--- src/rtl/result_writeback_buffer.sv ---
// ----------------------------------------------------------------------------
// result_writeback_buffer
//
// Purpose:
//   Drains the N x N result tiles of NUM_PROCESSORS_TO_COLLECT processing
//   units into memory, one processor at a time.  For each processor, N rows
//   of N accumulator values are collected into a local tile buffer, then the
//   tile is streamed out row-major, P values per memory write.  The block
//   accepts one writeback instruction at a time and pulses writeback_done
//   once every processor's tile has been written.
//
// Ports:
//   clk                    : single clock, all state changes on rising edge
//   reset                  : synchronous, active-high
//   instruction_valid      : controller offers a writeback instruction
//   instruction_ready      : high only while idle
//   address_input          : base address of the result region
//   processor_output_valid : per-processor row valid
//   processor_output_ready : per-processor row ready (only the served one)
//   processor_output_data  : one N-value row per processor
//   processor_output_last  : marks the final row of a processor's tile
//   processor_output_id    : processor currently being served
//   memory_write_enable    : write request valid
//   memory_write_ready     : memory accepts the write this cycle
//   memory_address         : address of the first value in memory_data
//   memory_data            : P values for memory_address .. +P-1
//   writeback_done         : one-cycle pulse after the final write
//   protocol_error         : sticky, set on a last/row-count mismatch
// ----------------------------------------------------------------------------
module result_writeback_buffer #(
    parameter int ACC_WIDTH                    = 32,
    parameter int N                            = 4,
    parameter int NUM_PROCESSORS_TO_COLLECT    = 4,
    parameter int PROCESSORS_ID_COUNTER_BITS   = 4,
    parameter int MEMORY_ADDRESS_BITS          = 64,
    parameter int PARALLEL_DATA_STREAMING_SIZE = 4
) (
    input  logic                                                clk,
    input  logic                                                reset,
    input  logic                                                instruction_valid,
    output logic                                                instruction_ready,
    input  logic [MEMORY_ADDRESS_BITS-1:0]                      address_input,
    input  logic [NUM_PROCESSORS_TO_COLLECT-1:0]                processor_output_valid,
    output logic [NUM_PROCESSORS_TO_COLLECT-1:0]                processor_output_ready,
    input  logic [NUM_PROCESSORS_TO_COLLECT-1:0][N-1:0][ACC_WIDTH-1:0] processor_output_data,
    input  logic [NUM_PROCESSORS_TO_COLLECT-1:0]                processor_output_last,
    output logic [PROCESSORS_ID_COUNTER_BITS-1:0]               processor_output_id,
    output logic                                                memory_write_enable,
    input  logic                                                memory_write_ready,
    output logic [MEMORY_ADDRESS_BITS-1:0]                      memory_address,
    output logic [PARALLEL_DATA_STREAMING_SIZE-1:0][ACC_WIDTH-1:0] memory_data,
    output logic                                                writeback_done,
    output logic                                                protocol_error
);

    localparam int P          = PARALLEL_DATA_STREAMING_SIZE;
    localparam int NUM        = NUM_PROCESSORS_TO_COLLECT;
    localparam int NUM_CHUNKS = (N * N) / P;
    localparam int ROW_W      = (N > 1) ? $clog2(N) : 1;
    localparam int CHUNK_W    = (NUM_CHUNKS > 1) ? $clog2(NUM_CHUNKS) : 1;
    localparam int SEL_W      = (NUM > 1) ? $clog2(NUM) : 1;

    localparam logic [ROW_W-1:0]                      LAST_ROW   = ROW_W'(N - 1);
    localparam logic [CHUNK_W-1:0]                    LAST_CHUNK = CHUNK_W'(NUM_CHUNKS - 1);
    localparam logic [PROCESSORS_ID_COUNTER_BITS-1:0] LAST_ID    = PROCESSORS_ID_COUNTER_BITS'(NUM - 1);

    // A tile must split into a whole number of memory writes; anything else
    // would leave a partial final chunk, so refuse to build.
    generate
        if (((N * N) % PARALLEL_DATA_STREAMING_SIZE) != 0) begin : g_bad_stream_size
            $error("result_writeback_buffer: N*N must be a multiple of PARALLEL_DATA_STREAMING_SIZE");
        end
    endgenerate

    typedef enum logic [1:0] {
        IDLE,
        COLLECT,
        WRITE
    } state_t;

    state_t state;
    state_t state_next;

    logic [MEMORY_ADDRESS_BITS-1:0]        base_addr;
    logic [PROCESSORS_ID_COUNTER_BITS-1:0] proc_id;
    logic [ROW_W-1:0]                      row_cnt;
    logic [CHUNK_W-1:0]                    chunk_cnt;
    logic                                  done_pulse;
    logic                                  error_flag;

    logic [N-1:0][N-1:0][ACC_WIDTH-1:0]    tile_buf;
    logic [NUM_CHUNKS-1:0][P-1:0][ACC_WIDTH-1:0] chunk_view;

    logic [SEL_W-1:0] id_sel;
    logic             accept_instr;
    logic             row_hs;
    logic             chunk_hs;

    assign id_sel = proc_id[SEL_W-1:0];

    // The tile buffer is laid out row-major, so reinterpreting it as an array
    // of P-wide chunks gives the k-th memory write directly.
    assign chunk_view = tile_buf;

    assign memory_data         = chunk_view[chunk_cnt];
    assign memory_address      = base_addr
                               + (MEMORY_ADDRESS_BITS'(proc_id) * MEMORY_ADDRESS_BITS'(N * N))
                               + (MEMORY_ADDRESS_BITS'(chunk_cnt) * MEMORY_ADDRESS_BITS'(P));
    assign processor_output_id = proc_id;
    assign writeback_done      = done_pulse;
    assign protocol_error      = error_flag;

    // State register.  Reset returns to IDLE, which also drops any pending
    // write because memory_write_enable is only raised in WRITE.
    always_ff @(posedge clk) begin
        if (reset) begin
            state <= IDLE;
        end else begin
            state <= state_next;
        end
    end

    // Next-state and handshake decode.  Only the processor selected by
    // proc_id ever sees ready, so valids from the others are simply ignored
    // until their turn comes.  A tile closes strictly on the row count, not
    // on the last flag, so a misbehaving producer cannot shorten a tile.
    always_comb begin
        state_next             = state;
        instruction_ready      = 1'b0;
        processor_output_ready = '0;
        memory_write_enable    = 1'b0;
        accept_instr           = 1'b0;
        row_hs                 = 1'b0;
        chunk_hs               = 1'b0;
        case (state)
            IDLE: begin
                instruction_ready = 1'b1;
                if (instruction_valid) begin
                    accept_instr = 1'b1;
                    state_next   = COLLECT;
                end
            end
            COLLECT: begin
                processor_output_ready[id_sel] = 1'b1;
                row_hs = processor_output_valid[id_sel];
                if (row_hs && (row_cnt == LAST_ROW)) begin
                    state_next = WRITE;
                end
            end
            WRITE: begin
                memory_write_enable = 1'b1;
                chunk_hs = memory_write_ready;
                if (chunk_hs && (chunk_cnt == LAST_CHUNK)) begin
                    state_next = (proc_id == LAST_ID) ? IDLE : COLLECT;
                end
            end
            default: begin
                state_next = IDLE;
            end
        endcase
    end

    // Control counters, the sticky error flag and the done pulse.  The done
    // pulse is registered so it coincides with the first IDLE cycle, which is
    // exactly when instruction_ready comes back.
    always_ff @(posedge clk) begin
        if (reset) begin
            base_addr  <= '0;
            proc_id    <= '0;
            row_cnt    <= '0;
            chunk_cnt  <= '0;
            done_pulse <= 1'b0;
            error_flag <= 1'b0;
        end else begin
            done_pulse <= 1'b0;
            if (accept_instr) begin
                base_addr <= address_input;
                proc_id   <= '0;
                row_cnt   <= '0;
                chunk_cnt <= '0;
            end
            if (row_hs) begin
                row_cnt <= (row_cnt == LAST_ROW) ? '0 : row_cnt + 1'b1;
                if (processor_output_last[id_sel] != (row_cnt == LAST_ROW)) begin
                    error_flag <= 1'b1;
                end
            end
            if (chunk_hs) begin
                if (chunk_cnt == LAST_CHUNK) begin
                    chunk_cnt <= '0;
                    row_cnt   <= '0;
                    if (proc_id == LAST_ID) begin
                        proc_id    <= '0;
                        done_pulse <= 1'b1;
                    end else begin
                        proc_id <= proc_id + 1'b1;
                    end
                end else begin
                    chunk_cnt <= chunk_cnt + 1'b1;
                end
            end
        end
    end

    // Tile storage.  No reset is needed: every row is rewritten during
    // COLLECT before the tile is ever streamed out in WRITE.
    always_ff @(posedge clk) begin
        if (row_hs) begin
            tile_buf[row_cnt] <= processor_output_data[id_sel];
        end
    end

endmodule

--- config.mk ---
export PLATFORM = sky130hd
export DESIGN_NAME = result_writeback_buffer
export DESIGN_NICKNAME = d
export VERILOG_FILES = /design/src/rtl/result_writeback_buffer.sv
export SDC_FILE = /design/constraint.sdc
export NUM_CORES = 1
export LEC_CHECK = 0
export ABC_CLOCK_PERIOD_IN_PS = 13900
export BUFFER_PORTS_ARGS = -buffer_cell sky130_fd_sc_hd__buf_2
export CAP_MARGIN = 5
export CORE_AREA = 8 8 300 302
export DETAILED_ROUTE_END_ITERATION = 6
export DIE_AREA = 0 0 308 310
export PLACE_DENSITY_LB_ADDON = 0.25
export SLEW_MARGIN = 25
export SYNTH_ARGS = -nofsm -noshare
export SYNTH_HDL_FRONTEND = slang
export SYNTH_SLANG_ARGS = --single-unit
export TNS_END_PERCENT = 100
--- constraint.sdc ---
create_clock -name clk -period 13.9 [get_ports clk]
set_input_delay 2.085 -clock clk [delete_from_list [all_inputs] [get_ports clk]]
set_output_delay 2.085 -clock clk [all_outputs]
set_load 0.005 [all_outputs]
==> results.toml <==
[status]
status = "completed"

[placed_design]
io_buffers = 791
gp_congestion = 0.937
dpl.hpwl_um = 60900
dpl_cell_area_um2 = 31000

[critical_path]
crit_arrival_ns = 3.74
critPathRequiredTime_ns = 11.81
cp_max_fo = 25
crit_type = "flip-flop to output port"
start_kind = "flip-flop"
cp-end-kind = "output port"

[power_and_ir_drop]
vdd_ir_drop_max_mv = 0.0818
power_density_nw_per_um2 = 120
power_leakage_uw = 0.0119

[final_layout]
final_layout_size_suffix_gt1_share_pct = 52.5
final_nets = 2806
area_delta_synth_final_pct = 29.1
utilization_pct = 38.9
postLayoutCellArea_um2 = 33300

[die]
die-height_um = 310
coreArea_um2 = 85700
dieArea_um2 = 95500
io_pins = 792
die_x_um = 308
start_util_pct = 30.1
rows = 108

[routing]
dr.pass1.iters = 5
vias = 16600
drt.antenna.violating_nets = 0
drt_iter0_drc = 925
drt_wl_total_um = 82700
routedWlPerCell_um = 24.2
drc = 0
drt-vias-per-instance = 4.86

[sta]
slew_viol_final = 0
fin_crit_sh_pct = 41.9
finalCriticalPeriod_ns = 5.83
setup_viol = 0
final_hold_viol_count = 0
setup-tns-final_ns = 0
tightest_slew_ns = 1.03
slew_headroom_pct = 31.4
finClkSkew_ns = 0.0323
whs_ns = 0.460
rsz0062_at_grt = "false"
achievable-frequency_mhz = 172

[clocking]
cts-resized-gates = 0
post_cts_buffers = 0
ctsLongestPathBuffers = 3
clk_latency_ns = 0.61
cts_made_buffers = 66
root_buffer = "clkbuf_16"
htreeDepth = 3
clkSinkCount = 588
cts_hold_buf = 0
cts_tree = "yes"
cts.clk_slew.worst_paths_ns = 0.06

[grt]
grt_pass1_wl_um = 119000
grt_pass1_vias = 18000
grt.total_usage_pct = 16.6
grt_remaining_overflow = 0
grt_max_degree = 77
antenna_found_initial = 21

[yosys]
yosys_register_bits = 588
ys_types = 46
yosysWarnings = 0
synthFlopType = "edfxtp_1"
syn_area_um2 = 25800
synth_top_area_share_pct = 59.6
synth-seq-area-share_pct = 65.5
synth_area_leaders = "edfxtp_1 60%, mux4_2 23%, dfxtp_1 5.9%"
syn_inst = 1411
synth_edf_count = 512
async_flop_share_pct = 0
yosys.area.top_type = "edfxtp_1"
syn-num-nets = 2015
avgSynthCellArea_um2 = 18.3

[min_path]
hold_path_class = "flip-flop to flip-flop"

[job]
maxCapViolCount = 0
==> cell usage after synthesis, types with 7 or more instances <==
master and count:
nor3_1 20, dfxtp_1 76, buf_2 26, nand3_1 24, inv_1 11, a21oi_1 77
clkbuf_1 59, mux4_2 258, edfxtp_1 512, xor2_1 26, and3_1 15, ha_1 15
nor2_1 26, nand2_1 147, and4_1 8, nand4_1 21, and2_1 7, xnor2_1 33
==> metal layers <==
layer | routed length, um | vias to the layer above | part of all wire [%] | GRT usage (%)
li1 | - | 7361 | - | -
met3 | 7490 | 136 | 9.1 | 5.95
met2 | 41700 | 674 | 51 | 28.9
met1 | 31400 | 8458 | 38 | 19.2
met5 | 50 | - | 0.060 | 0
met4 | 2000 | 8 | 2.4 | 4.85
==> layout by cell type, fill, tap and decap left out, drive strengths merged, types with 3 or more instances in the layout <==
| master | Yosys | final |
|---|---|---|
| a21oi | 77 | 77 |
| xor2 | 26 | 26 |
| clkbuf | 59 | 80 |
| mux4 | 258 | 258 |
| diode | 0 | 12 |
| and4 | 9 | 9 |
| o21a | 3 | 3 |
| bufinv | 0 | 8 |
| o211ai | 3 | 3 |
| and2 | 8 | 8 |
| clkinv | 0 | 25 |
| buf | 31 | 813 |
| nor3 | 20 | 20 |
| clkinvlp | 0 | 4 |
| dfxtp | 76 | 76 |
| a211oi | 3 | 3 |
| edfxtp | 512 | 512 |
| inv | 11 | 13 |
| nand3 | 25 | 25 |
| o21ai | 5 | 5 |
| nand4 | 21 | 21 |
| nand2 | 147 | 147 |
| ha | 15 | 15 |
| nor2 | 26 | 26 |
| nor4 | 4 | 4 |
| and3 | 15 | 15 |
| xnor2 | 34 | 34 |
| nor2b | 3 | 3 |
==> state kept, by name, summed over array words and instances, names as in the netlist <==
name and count:
processor_output_id 4, protocol_error 1, row_cnt 2, state 2, chunk_cnt 2, writeback_done 1
base_addr 64, chunk_view 512
==> worst paths after layout <==
path	startpoint	slack [ns]	to	cells past startpoint
max reg2reg	processor_output_id[1]$_SDFF_PP0_	10.32	chunk_view[302]$_DFFE_PP_	4
min reg2reg	base_addr[0]$_SDFFE_PP0P_	0.46	base_addr[0]$_SDFFE_PP0P_	2
max	chunk_cnt[0]$_SDFFE_PP0P_	8.07	memory_address[54]	9
min	base_addr[0]$_SDFFE_PP0P_	0.46	base_addr[0]$_SDFFE_PP0P_	2
==> power breakdown <==
part / internal, uW / switching (uW)
registers: 1950 / 21.2
logic: 128 / 123
clock network: 1040 / 721
total: 3120 / 866
==> logic make-up (layout without fill, tap and decap cells) <==
logic type | count (synthesis) | in the layout | share of synthesized area (%)
muxes | 258 | 258 | 22.5
xor gates and xnor gates | 60 | 60 | 2.07
and+or+nand+nor | 287 | 287 | 5.26
buffers and inverters | 101 | 943 | 1.63
DFF | 588 | 588 | 65.5
AOI/OAI and AO/OA | 101 | 101 | 2.19
other | 0 | 12 | 0
adders and majority gates | 16 | 16 | 0.805
==> through the flow <==
step                      power [uW]  std cells  setup WS [ns]
after floorplan                 2100       1411           8.04
final                           3990       3420           8.07
after detailed placement        2270       3289           8.66
after global routing            4140       3413           7.76
after CTS                       4050       3408           7.99
after global placement          2260       3289           8.74
==> critical path: stages (launching register included) <==
cell and delay [ns]:
dfxtp_4 0.66, ha_1 0.30, inv_1 0.07, fa_1 0.41
nor2b_1 0.19, o31a_1 0.26, o211ai_1 0.45, nor4_1 0.46
xor2_1 0.22, buf_2 0.15
==> cell type report <==
type	instances	area (um2)
fillers	8098	52400
diodes	12	30.0
clock buffers	80	1710
inverters	11	41.3
multi-input cells	722	8500
flip-flops and latches	588	16900
well taps	1155	1450
repair buffers	813	4130
clock inverters	39	520
(Power assumes the default switching activity.)
